===== config.mk =====
export PLATFORM = sky130hd
export DESIGN_NAME = food_spawner
export DESIGN_NICKNAME = d
export VERILOG_FILES = /design/src/rtl/snake_pkg.sv /design/src/rtl/food_spawner_lfsr16.sv /design/src/rtl/food_spawner.sv
export SDC_FILE = /design/constraint.sdc
export NUM_CORES = 1
export LEC_CHECK = 0
export ABC_AREA = 1
export ABC_CLOCK_PERIOD_IN_PS = 4800
export BUFFER_PORTS_ARGS = -buffer_cell sky130_fd_sc_hd__buf_2
export CORE_ASPECT_RATIO = 0.6
export CORE_MARGIN = 10
export CORE_UTILIZATION = 64
export CTS_CLUSTER_DIAMETER = 80
export DETAILED_ROUTE_END_ITERATION = 7
export PLACE_DENSITY = 0.92
export SKIP_CTS_REPAIR_TIMING = 1
export SYNTH_ARGS = -nofsm -noshare
export SYNTH_HDL_FRONTEND = slang
export SYNTH_SLANG_ARGS = --single-unit

===== constraint.sdc =====
create_clock -name clk -period 4.8 [get_ports clk]
set_input_delay 0.72 -clock clk [delete_from_list [all_inputs] [get_ports clk]]
set_output_delay 0.72 -clock clk [all_outputs]
set_load 0.03 [all_outputs]

===== src/rtl/snake_pkg.sv =====
// Shared playfield constants and spawner state encoding for the snake game.
// Contents:
//   PF_* localparams : cell size, playfield origin, legal grid and screen size
//   LFSR_TAPS        : Galois feedback mask for the 16-bit game LFSR
//   spawn_state_e    : food spawner FSM states
//   lfsr_next()      : one Galois shift step (right shift, taps XORed on carry-out)
package snake_pkg;

  localparam int PF_CELL     = 20;
  localparam int PF_X_MIN    = 20;
  localparam int PF_Y_MIN    = 20;
  localparam int PF_COLS     = 30;
  localparam int PF_ROWS     = 22;
  localparam int PF_SCREEN_W = 640;
  localparam int PF_SCREEN_H = 480;

  localparam logic [15:0] LFSR_TAPS = 16'hB400;

  typedef enum logic [1:0] {
    IDLE,
    GEN,
    PROBE,
    WAIT
  } spawn_state_e;

  function automatic logic [15:0] lfsr_next(input logic [15:0] s);
    return s[0] ? ((s >> 1) ^ LFSR_TAPS) : (s >> 1);
  endfunction

endpackage


===== src/rtl/food_spawner_lfsr16.sv =====
// 16-bit free-running Galois LFSR, reusable wherever the game needs randomness.
// Ports:
//   clk  : clock
//   rst  : synchronous active-high reset, loads seed
//   seed : reset / recovery value (nonzero)
//   out  : current LFSR state
module lfsr16
  import snake_pkg::*;
(
  input  logic        clk,
  input  logic        rst,
  input  logic [15:0] seed,
  output logic [15:0] out
);

  logic [15:0] state_q;
  logic [15:0] state_d;

  // An all-zero state is a lock-up point for the LFSR; recover from the seed.
  always_comb begin
    state_d = (state_q == '0) ? seed : lfsr_next(state_q);
  end

  always_ff @(posedge clk) begin
    if (rst) state_q <= seed;
    else     state_q <= state_d;
  end

  assign out = state_q;

endmodule


===== src/rtl/food_spawner.sv =====
// Food spawner: on req, draws a random grid cell from an LFSR, probes the
// snake body checker for occupancy, and places food on the first free cell.
// After MAX_TRIES occupied random draws it scans linearly from the last
// candidate; if the whole grid is occupied it pulses full.
// Ports:
//   clk, rst            : clock, synchronous active-high reset
//   req                 : one-cycle spawn request (honoured only when idle)
//   food_x/food_y       : placed food cell origin in pixels
//   food_valid          : food_x/food_y hold a placed food
//   busy                : spawn in progress
//   full                : one-cycle pulse, no free cell exists
//   probe_x/probe_y     : candidate cell origin for the occupancy check
//   probe_valid         : one-cycle probe strobe
//   probe_hit           : candidate occupied, valid the cycle after probe_valid
module food_spawner
  import snake_pkg::*;
#(
  parameter int          X_W       = 10,
  parameter int          Y_W       = 9,
  parameter int          CELL      = PF_CELL,
  parameter int          X_MIN     = PF_X_MIN,
  parameter int          Y_MIN     = PF_Y_MIN,
  parameter int          COLS      = PF_COLS,
  parameter int          ROWS      = PF_ROWS,
  parameter logic [15:0] SEED      = 16'hACE1,
  parameter int          MAX_TRIES = 15,
  parameter int          RST_CX    = 14,
  parameter int          RST_CY    = 9
) (
  input  logic           clk,
  input  logic           rst,
  input  logic           req,
  output logic [X_W-1:0] food_x,
  output logic [Y_W-1:0] food_y,
  output logic           food_valid,
  output logic           busy,
  output logic           full,
  output logic [X_W-1:0] probe_x,
  output logic [Y_W-1:0] probe_y,
  output logic           probe_valid,
  input  logic           probe_hit
);

  localparam int CXW   = $clog2(COLS);
  localparam int CYW   = $clog2(ROWS);
  localparam int CELLS = COLS * ROWS;
  localparam int TW    = $clog2(MAX_TRIES + 1);
  localparam int SW    = $clog2(CELLS + 1);

  localparam logic [CXW:0]    COLS_W     = (CXW + 1)'(COLS);
  localparam logic [CYW:0]    ROWS_W     = (CYW + 1)'(ROWS);
  localparam logic [CXW-1:0]  CX_LAST    = CXW'(COLS - 1);
  localparam logic [CYW-1:0]  CY_LAST    = CYW'(ROWS - 1);
  localparam logic [TW-1:0]   TRIES_LAST = TW'(MAX_TRIES - 1);
  localparam logic [SW-1:0]   SCAN_LAST  = SW'(CELLS - 1);
  localparam logic [X_W-1:0]  RST_X      = X_W'(X_MIN + RST_CX * CELL);
  localparam logic [Y_W-1:0]  RST_Y      = Y_W'(Y_MIN + RST_CY * CELL);

  function automatic logic [X_W-1:0] cell_px(input logic [CXW-1:0] c);
    return X_W'(X_MIN) + X_W'(c) * X_W'(CELL);
  endfunction

  function automatic logic [Y_W-1:0] cell_py(input logic [CYW-1:0] c);
    return Y_W'(Y_MIN) + Y_W'(c) * Y_W'(CELL);
  endfunction

  logic [15:0]    lfsr;
  logic [CXW-1:0] rnd_cx;
  logic [CYW-1:0] rnd_cy;
  logic           rnd_ok;
  logic           lfsr_unused;

  lfsr16 u_lfsr (
    .clk  (clk),
    .rst  (rst),
    .seed (SEED),
    .out  (lfsr)
  );

  assign rnd_cx      = lfsr[CXW-1:0];
  assign rnd_cy      = lfsr[CXW+CYW-1:CXW];
  assign rnd_ok      = ({1'b0, rnd_cx} < COLS_W) && ({1'b0, rnd_cy} < ROWS_W);
  assign lfsr_unused = ^lfsr[15:CXW+CYW];

  spawn_state_e   state_q, state_d;
  logic [CXW-1:0] cand_cx_q, cand_cx_d;
  logic [CYW-1:0] cand_cy_q, cand_cy_d;
  logic [TW-1:0]  tries_q, tries_d;
  logic [SW-1:0]  scan_cnt_q, scan_cnt_d;
  logic           scan_q, scan_d;
  logic [X_W-1:0] food_x_q, food_x_d;
  logic [Y_W-1:0] food_y_q, food_y_d;
  logic           food_valid_q, food_valid_d;
  logic           busy_q, busy_d;
  logic           full_q, full_d;
  logic [X_W-1:0] probe_x_q, probe_x_d;
  logic [Y_W-1:0] probe_y_q, probe_y_d;
  logic           probe_valid_q, probe_valid_d;

  // Next cell in raster order, wrapping at the end of a row and of the grid.
  logic [CXW-1:0] adv_cx;
  logic [CYW-1:0] adv_cy;

  always_comb begin
    adv_cx = cand_cx_q + 1'b1;
    adv_cy = cand_cy_q;
    if (cand_cx_q == CX_LAST) begin
      adv_cx = '0;
      adv_cy = (cand_cy_q == CY_LAST) ? '0 : cand_cy_q + 1'b1;
    end
  end

  always_comb begin
    state_d      = state_q;
    cand_cx_d    = cand_cx_q;
    cand_cy_d    = cand_cy_q;
    tries_d      = tries_q;
    scan_cnt_d   = scan_cnt_q;
    scan_d       = scan_q;
    food_x_d     = food_x_q;
    food_y_d     = food_y_q;
    food_valid_d = food_valid_q;
    busy_d       = busy_q;
    full_d       = 1'b0;
    probe_x_d    = probe_x_q;
    probe_y_d    = probe_y_q;

    case (state_q)
      IDLE: begin
        if (req) begin
          food_valid_d = 1'b0;
          busy_d       = 1'b1;
          tries_d      = '0;
          scan_d       = 1'b0;
          scan_cnt_d   = '0;
          state_d      = GEN;
        end
      end
      GEN: begin
        // Out-of-range draws just wait for the next LFSR value.
        if (rnd_ok) begin
          cand_cx_d = rnd_cx;
          cand_cy_d = rnd_cy;
          probe_x_d = cell_px(rnd_cx);
          probe_y_d = cell_py(rnd_cy);
          state_d   = PROBE;
        end
      end
      PROBE: begin
        state_d = WAIT;
      end
      WAIT: begin
        if (!probe_hit) begin
          food_x_d     = probe_x_q;
          food_y_d     = probe_y_q;
          food_valid_d = 1'b1;
          busy_d       = 1'b0;
          state_d      = IDLE;
        end else if (!scan_q) begin
          tries_d = tries_q + 1'b1;
          if (tries_q == TRIES_LAST) begin
            scan_d     = 1'b1;
            scan_cnt_d = '0;
            cand_cx_d  = adv_cx;
            cand_cy_d  = adv_cy;
            probe_x_d  = cell_px(adv_cx);
            probe_y_d  = cell_py(adv_cy);
            state_d    = PROBE;
          end else begin
            state_d = GEN;
          end
        end else begin
          if (scan_cnt_q == SCAN_LAST) begin
            full_d  = 1'b1;
            busy_d  = 1'b0;
            scan_d  = 1'b0;
            state_d = IDLE;
          end else begin
            scan_cnt_d = scan_cnt_q + 1'b1;
            cand_cx_d  = adv_cx;
            cand_cy_d  = adv_cy;
            probe_x_d  = cell_px(adv_cx);
            probe_y_d  = cell_py(adv_cy);
            state_d    = PROBE;
          end
        end
      end
      default: state_d = IDLE;
    endcase

    // PROBE is never held, so the strobe is exactly one cycle wide.
    probe_valid_d = (state_d == PROBE);
  end

  always_ff @(posedge clk) begin
    if (rst) begin
      state_q       <= IDLE;
      cand_cx_q     <= '0;
      cand_cy_q     <= '0;
      tries_q       <= '0;
      scan_cnt_q    <= '0;
      scan_q        <= 1'b0;
      food_x_q      <= RST_X;
      food_y_q      <= RST_Y;
      food_valid_q  <= 1'b1;
      busy_q        <= 1'b0;
      full_q        <= 1'b0;
      probe_x_q     <= '0;
      probe_y_q     <= '0;
      probe_valid_q <= 1'b0;
    end else begin
      state_q       <= state_d;
      cand_cx_q     <= cand_cx_d;
      cand_cy_q     <= cand_cy_d;
      tries_q       <= tries_d;
      scan_cnt_q    <= scan_cnt_d;
      scan_q        <= scan_d;
      food_x_q      <= food_x_d;
      food_y_q      <= food_y_d;
      food_valid_q  <= food_valid_d;
      busy_q        <= busy_d;
      full_q        <= full_d;
      probe_x_q     <= probe_x_d;
      probe_y_q     <= probe_y_d;
      probe_valid_q <= probe_valid_d;
    end
  end

  assign food_x      = food_x_q;
  assign food_y      = food_y_q;
  assign food_valid  = food_valid_q;
  assign busy        = busy_q;
  assign full        = full_q;
  assign probe_x     = probe_x_q;
  assign probe_y     = probe_y_q;
  assign probe_valid = probe_valid_q;

endmodule


==> summary.md, run 1 <==
| Metric | Value |
|---|---|
| TritonCTS Buffers | `9` |
| Slew Viols, Final | `0` |
| CP startpoint | `cand_cx_q[0]$_SDFFE_PP0P_` |
| P_sw | `594.3 uW` |
| Mux cell area share after synthesis | `0%` |
| Post-Syn Instances | `612` |
| Root Driver | `clkbuf_16` |
| Clock group share of total power | `between 40% and 50%` |
| Final setup vio count | `0` |
| Clock buffer depth | `2` |
| Largest family of logic cells by synthesized area | `simple AND/OR/NAND/NOR gates` |
| Setup Skew | `about 0.008 ns` |
| Multi-input logic area | `2390 um^2` |
| Top-area cell type share of the netlist area | `35.08%` |
| Synth top area cells | `dfxtp_1, nand2_1, ha_1` |
| Crit path to | `probe_y[7]$_SDFFE_PP0P_` |
| Cell Chain, Critical Path | `ha_1 -> nand2_2 -> nor2_4 -> nand4_1 -> nand2_1 -> inv_1 -> or3_1 -> inv_1 -> ha_1 -> ha_1 -> fa_1 -> nand2_1 -> o21ai_2 -> and2_1 -> nand3_1 -> nand3_1 -> nand3_1 -> nand2_1 -> inv_1` |
| Iter 0 DRT Violations | `534` |
| Synth warnings | `0` |
| Vias in the first global route | `between 4000 and 5000` |
| Worst r2r dst | `probe_y[7]$_SDFFE_PP0P_` |
| Adder-cell share of the synthesized area | `10.36%` |
| FFs w/ async S/R, synth | `0%` |
| Detail Placement HPWL | `~8.3 mm` |
| I/O Buffers | `37` |
| Die width | `~130 um` |
| Clock latency on the worst-skew pair | `between 0.3 and 0.4 ns` |
| Io pins | `46` |
| Post-DP Area | `about 4600 um^2` |
| First-pass GRT wire length | `about 20 mm` |
| Detail Route Antenna Nets | `0` |
| Clock transition at path regs | `~0.060 ns` |
| Setup Crit Path Kind | `reg -> reg` |
| Cell area after layout | `4900 um^2` |
| Drt total wl | `about 12 mm` |
| CP Max Fanout | `8` |
| CTS tree | `done` |
| Post-Synth XOR/XNOR Area | `approximately 2.4%` |
| Via count | `between 4000 and 5000` |
| Drt first pass iters | `6` |
| Antenna Cells | `0` |
| Switching portion of total power | `a little under a third` |
| DR WL/cell | `roughly 16 um` |
| Pint | `1337 uW` |
| Initial antenna violation count | `0` |
| Sequential share of power | `approximately two fifths` |
| Hold WC Path Type | `reg -> reg` |
| Site Rows | `23` |
| Max Cap Violations | `0` |
| Slew headroom | `approximately half` |
| Synth Cell Area | `between 4000 and 5000 um^2` |
| Via-per-instance ratio | `a little under 6` |
| Syn avg cell area | `roughly 7.2 um^2` |
| Peak supply drop | `slightly below 0.3 mV` |
| Sum Neg Setup Slack | `0 ns` |
| Crit-path slowest cell | `fa_1` |
| Largest net degree at the start of global routing | `slightly above 40` |
| Worst hold slack | `0.4211 ns` |
| PwrDens | `394.3 nW/um^2` |
| Max Freq | `between 200 and 300 MHz` |
| Layout cells sized above 1 | `12.87%` |
| Die H | `84.19 um` |
| Nets | `~680` |
| Final hold vios | `0` |
| # DRC | `0` |
| Synth Area in Simple Gates | `between 20% and 30%` |
| Layout Area Growth over Synthesis | `11.50%` |
| Critical Path RT | `5.03 ns` |
| Die ar. | `10690 um^2` |
| Startpoint Class | `flip-flop` |
| Netlist cell types | `44` |
| Synthesis-stage register bit count | `77` |
| Core Area | `roughly 6700 um^2` |
| CP endpoint kind | `flip-flop` |
| R2R Path Start | `cand_cx_q[0]$_SDFFE_PP0P_` |
| H-tree Lvls | `3` |
| Min Tclk post-route | `around 3.5 ns` |
| Total track usage | `between 20% and 30%` |
| Register area share after synthesis | `35.08%` |
| Compound-cell area share of the yosys netlist | `between 10 and 15%` |
| Combinational power share | `between 20% and 30%` |
| Cell taking the most area after synthesis | `dfxtp_1` |
| Reg2reg path depth | `19` |
| Post-synth EDFFs | `0` |
| Sink Count | `77` |
| Initial Util | `approximately two thirds` |
| Crit-path max cell delay | `0.49 ns` |
| Final period util | `about three quarters` |
| FF+latch area | `between 1500 and 2000 um^2` |
| CP Data Arrival Time | `between 3 and 4 ns` |
| Global route total overflow | `0` |
| Worst-margin pin slew | `around 0.74 ns` |
| Filler Cells Inserted | `between 400 and 500` |
| R2R Setup Slk | `between 1 and 1.5 ns` |
| P_leak | `roughly 0.0024 uW` |
| Main flop type after synthesis | `dfxtp_1` |
| RSZ-0062 raised after global routing | `false` |
| Status | `finished, final reports clean` |
| RD Place Congestion | `around 1` |
==> power by group through the flow <==
stage          Clock [uW]  Sequential, uW  Combinational, uW
6_report              792             736                404
4_1_cts               794             734                397
2_1_floorplan           0             776                270
3_5_place_dp            0             746                388
5_1_grt               819             741                449
3_3_place_gp            0             743                371
==> Yosys cell counts, types with 2 or more instances <==
library cell  instances
nor3_1                6
a22oi_1               2
inv_2                 7
ha_1                 30
buf_6                 3
dfxtp_1              77
clkbuf_1              8
buf_4                10
nand4_1              10
nand2_1             124
nor2_1               60
nor2_2                2
o21ai_2               6
a21oi_1              38
xor2_1                5
o21ai_1               7
or2_1                 2
nand3_1              42
nand3_2               2
buf_2                 5
fa_1                  4
inv_1                76
o21a_1                5
nor2_4                3
nand2_2               4
or2_2                 4
buf_1                 2
a31oi_1               3
o21ai_0              35
nor4_1                6
xnor2_1               7
a211oi_1              4
nand3b_1              2
==> flip-flops by register name (all words and copies together) (netlist names) <==
signal,cells
busy,1
cand_cx_q,5
state_q,2
food_y,7
scan_cnt_q,10
full,1
tries_q,4
food_valid,1
probe_valid,1
scan_q,1
u_lfsr.out,16
cand_cy_q,5
food_x,8
probe_x,8
probe_y,7
==> layout by cell type (no fill, tap or decap), types with 5 or more instances in the layout <==
cell	instances
buf_2	37
nor3_1	6
nor2_1	60
xor2_1	5
dfxtp_1	77
nand4_1	10
inv_2	7
nand2_1	124
nor4_1	6
conb_1	8
nand3_1	42
o21ai_2	6
o21a_1	5
clkbuf_16	9
inv_1	76
o21ai_0	35
ha_1	30
xnor2_1	7
o21ai_1	7
a21oi_1	38
==> cell families after synthesis <==
family | after synthesis
adder cells (fa/ha/maj) | 34
buffers and inverters | 112
AO/OA/AOI/OAI | 105
flip-flops | 77
other | 1
AND/OR/NAND/NOR | 271
XOR/XNOR | 12
==> critical path: cells and delay by family, from the launching register on <==
family | cells | cell delay [ns]
fa+ha+maj | 4 | 1.17
simple gates | 11 | 1.50
flops | 1 | 0.43
buf+inv | 3 | 0.19
compound gates | 1 | 0.12
==> per-stage QoR <==
step | setup WS (ns) | util [%] | total power, uW | instances
after floorplan | 1.738 | - | 1046 | 619
after global placement | 1.567 | 68.16 | 1114 | 716
after detailed placement | 1.409 | 68.16 | 1134 | 716
after CTS | 1.353 | 73.39 | 1924 | 732
after global routing | 1.066 | 73.39 | 2009 | 732
final | 1.271 | 73.39 | 1932 | 732
==> area by class of cell <==
type | instances | share of cell area [%]
clock buffer | 11 | 4.954
clock inverter | 5 | 2.171
inverter | 84 | 6.486
multi-input combinational | 430 | 48.77
sequential | 77 | 31.46
tap | 87 | 2.222
timing repair buffer | 38 | 3.933
==> worst min path at each step <==
stage,start,end,slack (ns),depth (start not counted)
final,u_lfsr.out[15]$_SDFF_PP1_,u_lfsr.out[14]$_SDFF_PP0_,0.42,2
after CTS,u_lfsr.out[15]$_SDFF_PP1_,u_lfsr.out[14]$_SDFF_PP0_,0.43,2
after global routing,u_lfsr.out[15]$_SDFF_PP1_,u_lfsr.out[14]$_SDFF_PP0_,0.45,2
after detailed placement,u_lfsr.out[15]$_SDFF_PP1_,u_lfsr.out[14]$_SDFF_PP0_,0.42,2
after floorplan,u_lfsr.out[15]$_SDFF_PP1_,u_lfsr.out[14]$_SDFF_PP0_,0.41,2
after global placement,u_lfsr.out[10]$_SDFF_PP1_,u_lfsr.out[9]$_SDFF_PP0_,0.41,2
==> metal layers <==
layer	GRT usage [%]	part of all wire, %	wire, um
met1	27.18	42	4927
met3	6.340	9.9	1162
met5	0	0	0
met4	5.767	1.8	205
met2	35.84	46	5395
No activity file was read; power rests on OpenSTA's default activity.
==> inputs of run 2 (changes only) <==
- ABC_CLOCK_PERIOD_IN_PS: 4800 -> 3300
- CORE_UTILIZATION: 64 -> 59
- PLACE_DENSITY: 0.92 -> 0.86
- clock period: 4.8 -> 3.3 ns (I/O delays scaled with it)
==> summary.md, run 2 (same netlist as run 1, synthesis figures left out) <==
| Metric | Value |
|---|---|
| Bufs and invs on worst path | `4` |
| Iter 0 DRT Violations | `around 450` |
| Layout cells sized above 1 | `15.90%` |
| Setup Crit Path Kind | `reg -> reg` |
| Sink Count | `77` |
| Final setup vio count | `0` |
| Hold path depth | `2` |
| Hold_sp | `u_lfsr.out[15]$_SDFF_PP1_` |
| Vias in the first global route | `roughly 4000` |
| Post-DP Area | `around 4600 um^2` |
| R2R Setup Slk | `0.005 ns` |
| Total track usage | `19.65%` |
| Drt total wl | `~12 mm` |
| H-tree Lvls | `3` |
| First-pass GRT wire length | `around 19 mm` |
| Die ar. | `between 10000 and 15000 um^2` |
| Layout Area Growth over Synthesis | `14.07%` |
| CP Data Arrival Time | `roughly 3.5 ns` |
| Startpoint Class | `flip-flop` |
| Initial antenna violation count | `0` |
| Global route total overflow | `0` |
| TritonCTS Buffers | `9` |
| Status | `finished, final reports clean` |
| Detail Route Antenna Nets | `0` |
| Slew Viols, Final | `0` |
| Clock buffer depth | `2` |
| Core Area | `just over 7000 um^2` |
| CTS tree | `done` |
| Filler Cells Inserted | `about 570` |
| Clock latency on the worst-skew pair | `roughly 0.34 ns` |
| I/O Buffers | `37` |
| Max Cap Violations | `0` |
| Site Rows | `24` |
| Clock transition at path regs | `0.06 ns` |
| P_leak | `between 0.002 and 0.0025 uW` |
| Drt first pass iters | `6` |
| CP endpoint kind | `flip-flop` |
| Reg2reg path depth | `20` |
| Delay-heaviest family, CP | `simple AND/OR/NAND/NOR gates` |
| Largest net degree at the start of global routing | `41` |
| Worst hold slack | `~0.42 ns` |
| Antenna Cells | `0` |
| Hold WC Path Type | `reg -> reg` |
| Final hold vios | `0` |
| Via count | `roughly 4300` |
| Detail Placement HPWL | `8.240 mm` |
| Die width | `~130 um` |
| R2R Path Start | `cand_cx_q[1]$_SDFFE_PP0P_` |
| Die H | `approximately 87 um` |
| Setup Skew | `around 0.0060 ns` |
| # DRC | `0` |
| Crit-path max cell delay | `just over 0.5 ns` |
| Crit-path slowest cell | `fa_1` |
| Pre-CTS WS | `-0.1008 ns` |
| Cell area after layout | `5012 um^2` |
| Power, Total | `between 2000 and 3000 uW` |
| Initial Util | `between 60% and 70%` |
| Via-per-instance ratio | `between 5 and 6` |
| DR WL/cell | `15.50 um` |
| Max Freq | `303.5 MHz` |
| RD Place Congestion | `between 0.8 and 0.9` |
| Commonest non-fill, non-tap cell in the layout | `nand2_1` |
| Most frequent cells in the layout | `nand2_1, dfxtp_1, inv_1` |
| Final period util | `99.84%` |
| Io pins | `46` |
| Max FFs per register | `16` |
| Cell Chain, Critical Path | `inv_4 -> ha_4 -> nand2_4 -> nor2_4 -> nand4_1 -> nand2_1 -> inv_1 -> or3_4 -> inv_4 -> ha_4 -> ha_4 -> fa_1 -> nand2_1 -> o21ai_2 -> and2_4 -> nand3_2 -> nand3_2 -> nand3_1 -> nand2_1 -> inv_1` |
| Crit path setup slack, layout | `around 0.005 ns` |
| Root Driver | `clkbuf_16` |
| Peak supply drop | `roughly 0.27 mV` |
| CP Max Fanout | `4` |
| PwrDens | `533.8 nW/um^2` |
| Hold Path End | `u_lfsr.out[14]$_SDFF_PP0_` |
| Critical Path RT | `roughly 3.5 ns` |
| Min Tclk post-route | `about 3.3 ns` |
| Nets | `~690` |
| Worst r2r dst | `probe_y[7]$_SDFFE_PP0P_` |
==> run 2: changes by cell type in the layout (fill, tap and decap cells not counted), moves of 2 or more <==
| cell | before | now |
|---|---|---|
| inv_4 | 1 | 3 |
| buf_4 | 1 | 11 |
| ha_1 | 30 | 27 |
| bufinv_16 | 3 | 1 |
| nand3_2 | 2 | 4 |
| clkinv_2 | 0 | 2 |
| inv_1 | 76 | 74 |
| nand3_1 | 42 | 40 |
| dfxtp_1 | 77 | 75 |
| ha_4 | 0 | 3 |
| o21ai_0 | 35 | 33 |
==> run 2: worst max path at each step <==
| stage | depth (start not counted) | startpoint | slack (ns) | endpoint |
|---|---|---|---|---|
| CTS | 19 | cand_cx_q[1]$_SDFFE_PP0P_ | -0.17 | probe_y[8]$_SDFFE_PP0P_ |
| global route | 20 | cand_cx_q[1]$_SDFFE_PP0P_ | -0.08 | probe_y[7]$_SDFFE_PP0P_ |
| global placement | 20 | cand_cx_q[1]$_SDFFE_PP0P_ | 0.19 | probe_y[7]$_SDFFE_PP0P_ |
| finish | 20 | cand_cx_q[1]$_SDFFE_PP0P_ | 0.005 | probe_y[7]$_SDFFE_PP0P_ |
| detailed placement | 19 | cand_cx_q[1]$_SDFFE_PP0P_ | -0.10 | probe_y[8]$_SDFFE_PP0P_ |
| floorplan | 18 | cand_cx_q[0]$_SDFFE_PP0P_ | 0.24 | probe_y[8]$_SDFFE_PP0P_ |
==> run 2: per-layer routing <==
| metal | wire length (um) | part of all wire, % | global-route usage (%) | up-vias |
|---|---|---|---|---|
| li1 | - | - | - | 2055 |
| met1 | 5040 | 43 | 24.99 | 1929 |
| met2 | 5170 | 44 | 31.35 | 242 |
| met3 | 1275 | 11 | 6.221 | 35 |
| met4 | 260 | 2.2 | 6.131 | 0 |
| met5 | 0 | 0 | 0 | - |
==> run 2: metrics by stage <==
step | TNS (ns) | util, % | cells
floorplan | 0 | - | 619
global placement | 0 | 63.69 | 738
detailed placement | -0.1473 | 63.69 | 738
CTS | -0.3174 | 67.72 | 753
global route | -0.1232 | 69.26 | 758
finish | 0 | 69.26 | 758
==> run 2: final cells by class <==
type	count	area, um^2	area share (%)
inverters	84	322.8	6.440
clock buffers	11	242.7	4.843
well taps	104	130.1	2.596
multi-input cells	430	2454	48.95
flip-flops and latches	77	1546	30.85
repair buffers	48	267.8	5.342
clock inverters	4	48.80	0.9735
==> run 2: worst reg2reg max path, stage by stage (launching register included) <==
cell	delay [ns]
dfxtp_4	0.36
inv_4	0.07
ha_4	0.14
nand2_4	0.07
nor2_4	0.16
nand4_1	0.13
nand2_1	0.11
inv_1	0.05
or3_4	0.35
inv_4	0.09
ha_4	0.20
ha_4	0.16
fa_1	0.51
nand2_1	0.07
o21ai_2	0.12
and2_4	0.19
nand3_2	0.09
nand3_2	0.09
nand3_1	0.09
nand2_1	0.10
inv_1	0.04
==> run 2: report_power, final <==
group	switching, uW	total (uW)	internal, uW
logic	422	636	215
clock network	368	968	600
registers	71.3	1070	1000
==> inputs of run 3 (changes only) <==
- MAX_ROUTING_LAYER: default -> met4
- PLACE_DENSITY: 0.86 -> 0.8
==> summary.md, run 3 (same netlist as run 1, synthesis figures left out) <==
| Metric | Value |
|---|---|
| Status | `finished, final reports clean` |
| Combinational power share | `a little over a fifth` |
| Hold_sp | `u_lfsr.out[15]$_SDFF_PP1_` |
| Min Tclk post-route | `between 3 and 4 ns` |
| Slew Viols, Final | `0` |
| PwrDens | `562.0 nW/um^2` |
| Site Rows | `24` |
| Hold Path End | `u_lfsr.out[14]$_SDFF_PP0_` |
| Pint | `about 1900 uW` |
| Clock buffer depth | `2` |
| Pre-CTS WS | `around 0.019 ns` |
| Vias in the first global route | `3816` |
| Detail Route Antenna Nets | `0` |
| Max Cap Violations | `0` |
| TritonCTS Buffers | `9` |
| I/O Buffers | `37` |
| Filler Cells Inserted | `628` |
| Nets | `686` |
| Global route total overflow | `0` |
| CP endpoint kind | `flip-flop` |
| Power, Total | `2813 uW` |
| P_leak | `around 0.0024 uW` |
| Final hold vios | `0` |
| Die width | `131.4 um` |
| # DRC | `0` |
| P_sw | `871.7 uW` |
| Hold WC Path Type | `reg -> reg` |
| Clock latency on the worst-skew pair | `roughly 0.34 ns` |
| CP Data Arrival Time | `between 3 and 4 ns` |
| Slew headroom | `between 60% and 70%` |
| R2R Setup Slk | `~0.07 ns` |
| CTS tree | `done` |
| Io pins | `46` |
| Die H | `slightly below 90 um` |
| Switching portion of total power | `30.99%` |
| Total track usage | `roughly 20%` |
| Drt first pass iters | `7` |
| Antenna Cells | `0` |
| Die ar. | `11410 um^2` |
| Via count | `roughly 4200` |
| Cell area after layout | `about 5000 um^2` |
| Root Driver | `clkbuf_16` |
| Sequential share of power | `~38%` |
| Max FFs per register | `16` |
| Critical Path RT | `~3.5 ns` |
| Initial antenna violation count | `0` |
| Post-DP Area | `approximately 4600 um^2` |
| Most frequent cells in the layout | `nand2_1, dfxtp_1, inv_1` |
| Setup Skew | `around 0.0054 ns` |
| Sink Count | `77` |
| FF+latch area | `1543 um^2` |
| Crit path setup slack, layout | `around 0.070 ns` |
| Drt total wl | `around 11 mm` |
| Via-per-instance ratio | `between 5 and 6` |
| Worst r2r dst | `probe_y[7]$_SDFFE_PP0P_` |
| Startpoint Class | `flip-flop` |
| Clock group share of total power | `40.2%` |
| DR WL/cell | `roughly 15 um` |
| Layout Area Growth over Synthesis | `13.90%` |
| Peak supply drop | `0.3933 mV` |
| Detail Placement HPWL | `between 7 and 8 mm` |
| Commonest non-fill, non-tap cell in the layout | `nand2_1` |
| Layout cells sized above 1 | `15.62%` |
| Worst-margin pin slew | `between 0.4 and 0.5 ns` |
| R2R Path Start | `cand_cx_q[1]$_SDFFE_PP0P_` |
| Core Area | `a little over 7000 um^2` |
| Multi-input logic area | `2422 um^2` |
| Clock transition at path regs | `~0.06 ns` |
| Final period util | `between 90 and 100%` |
| Initial Util | `around 61%` |
| Iter 0 DRT Violations | `~390` |
| CP Max Fanout | `4` |
| Largest net degree at the start of global routing | `35` |
| Worst hold slack | `0.4227 ns` |
| H-tree Lvls | `3` |
| Setup Crit Path Kind | `reg -> reg` |
| Reg2reg path depth | `20` |
| Final setup vio count | `0` |
| First-pass GRT wire length | `between 15 and 20 mm` |
| Max Freq | `~310 MHz` |
| Hold path depth | `2` |
| RD Place Congestion | `a little over 0.9` |
run 3: cell count changes in the layout (fill, tap and decap cells not counted), sizes merged:
cell    change
bufinv      +2
clkbuf      -2
clkinv      +1
buf         -2
run 3: stage by stage:
stage          util [%]  setup TNS [ns]  instances
3_5_place_dp      63.69               0        738
6_report          69.16               0        757
4_1_cts           68.38        -0.03039        754
5_1_grt           69.16         -0.1136        757
2_1_floorplan         -               0        619
3_3_place_gp      63.69               0        738
run 3: critical path, cell delays in order (launching register included):
cell     delay [ns]
dfxtp_2        0.34
inv_1          0.08
ha_2           0.18
nand2_2        0.08
nor2_4         0.14
nand4_1        0.14
nand2_1        0.10
inv_1          0.04
or3_4          0.33
inv_2          0.07
ha_1           0.23
ha_2           0.20
fa_1           0.48
nand2_1        0.07
o21ai_2        0.10
and2_4         0.17
nand3_2        0.09
nand3_2        0.10
nand3_2        0.08
nand2_1        0.09
inv_1          0.04
run 3: power groups by stage:
stage                     Combinational [uW]  Clock [uW]  Sequential [uW]
after global placement                   557           0             1080
after CTS                                587        1130             1060
after floorplan                          393           0             1130
after detailed placement                 575           0             1080
after global routing                     678        1170             1080
final                                    615        1130             1070
run 3: layer usage:
| metal | vias up | share of wire [%] | track usage, % |
|---|---|---|---|
| li1 | 2046 | - | - |
| met1 | 1939 | 45 | 25.51 |
| met2 | 189 | 44 | 31.35 |
| met3 | 21 | 9.1 | 5.818 |
| met4 | 0 | 1.5 | 5.829 |
| met5 | - | 0 | - |
run 3: worst max path at each step:
stage	slack, ns	end	depth (start not counted)	from
detailed placement	0.02	probe_y[8]$_SDFFE_PP0P_	19	cand_cx_q[1]$_SDFFE_PP0P_
CTS	-0.02	probe_y[7]$_SDFFE_PP0P_	20	cand_cx_q[1]$_SDFFE_PP0P_
floorplan	0.24	probe_y[8]$_SDFFE_PP0P_	18	cand_cx_q[0]$_SDFFE_PP0P_
finish	0.07	probe_y[7]$_SDFFE_PP0P_	20	cand_cx_q[1]$_SDFFE_PP0P_
global route	-0.07	probe_y[7]$_SDFFE_PP0P_	20	cand_cx_q[1]$_SDFFE_PP0P_
global placement	0.19	probe_y[7]$_SDFFE_PP0P_	20	cand_cx_q[1]$_SDFFE_PP0P_
run 3: area by class of cell:
type,count,share of cell area (%)
multi-input cells,430,48.40
flip-flops and latches,77,30.83
inverters,84,6.350
repair buffers,46,5.050
clock buffers,9,4.500
well taps,104,2.600
clock inverters,7,2.275
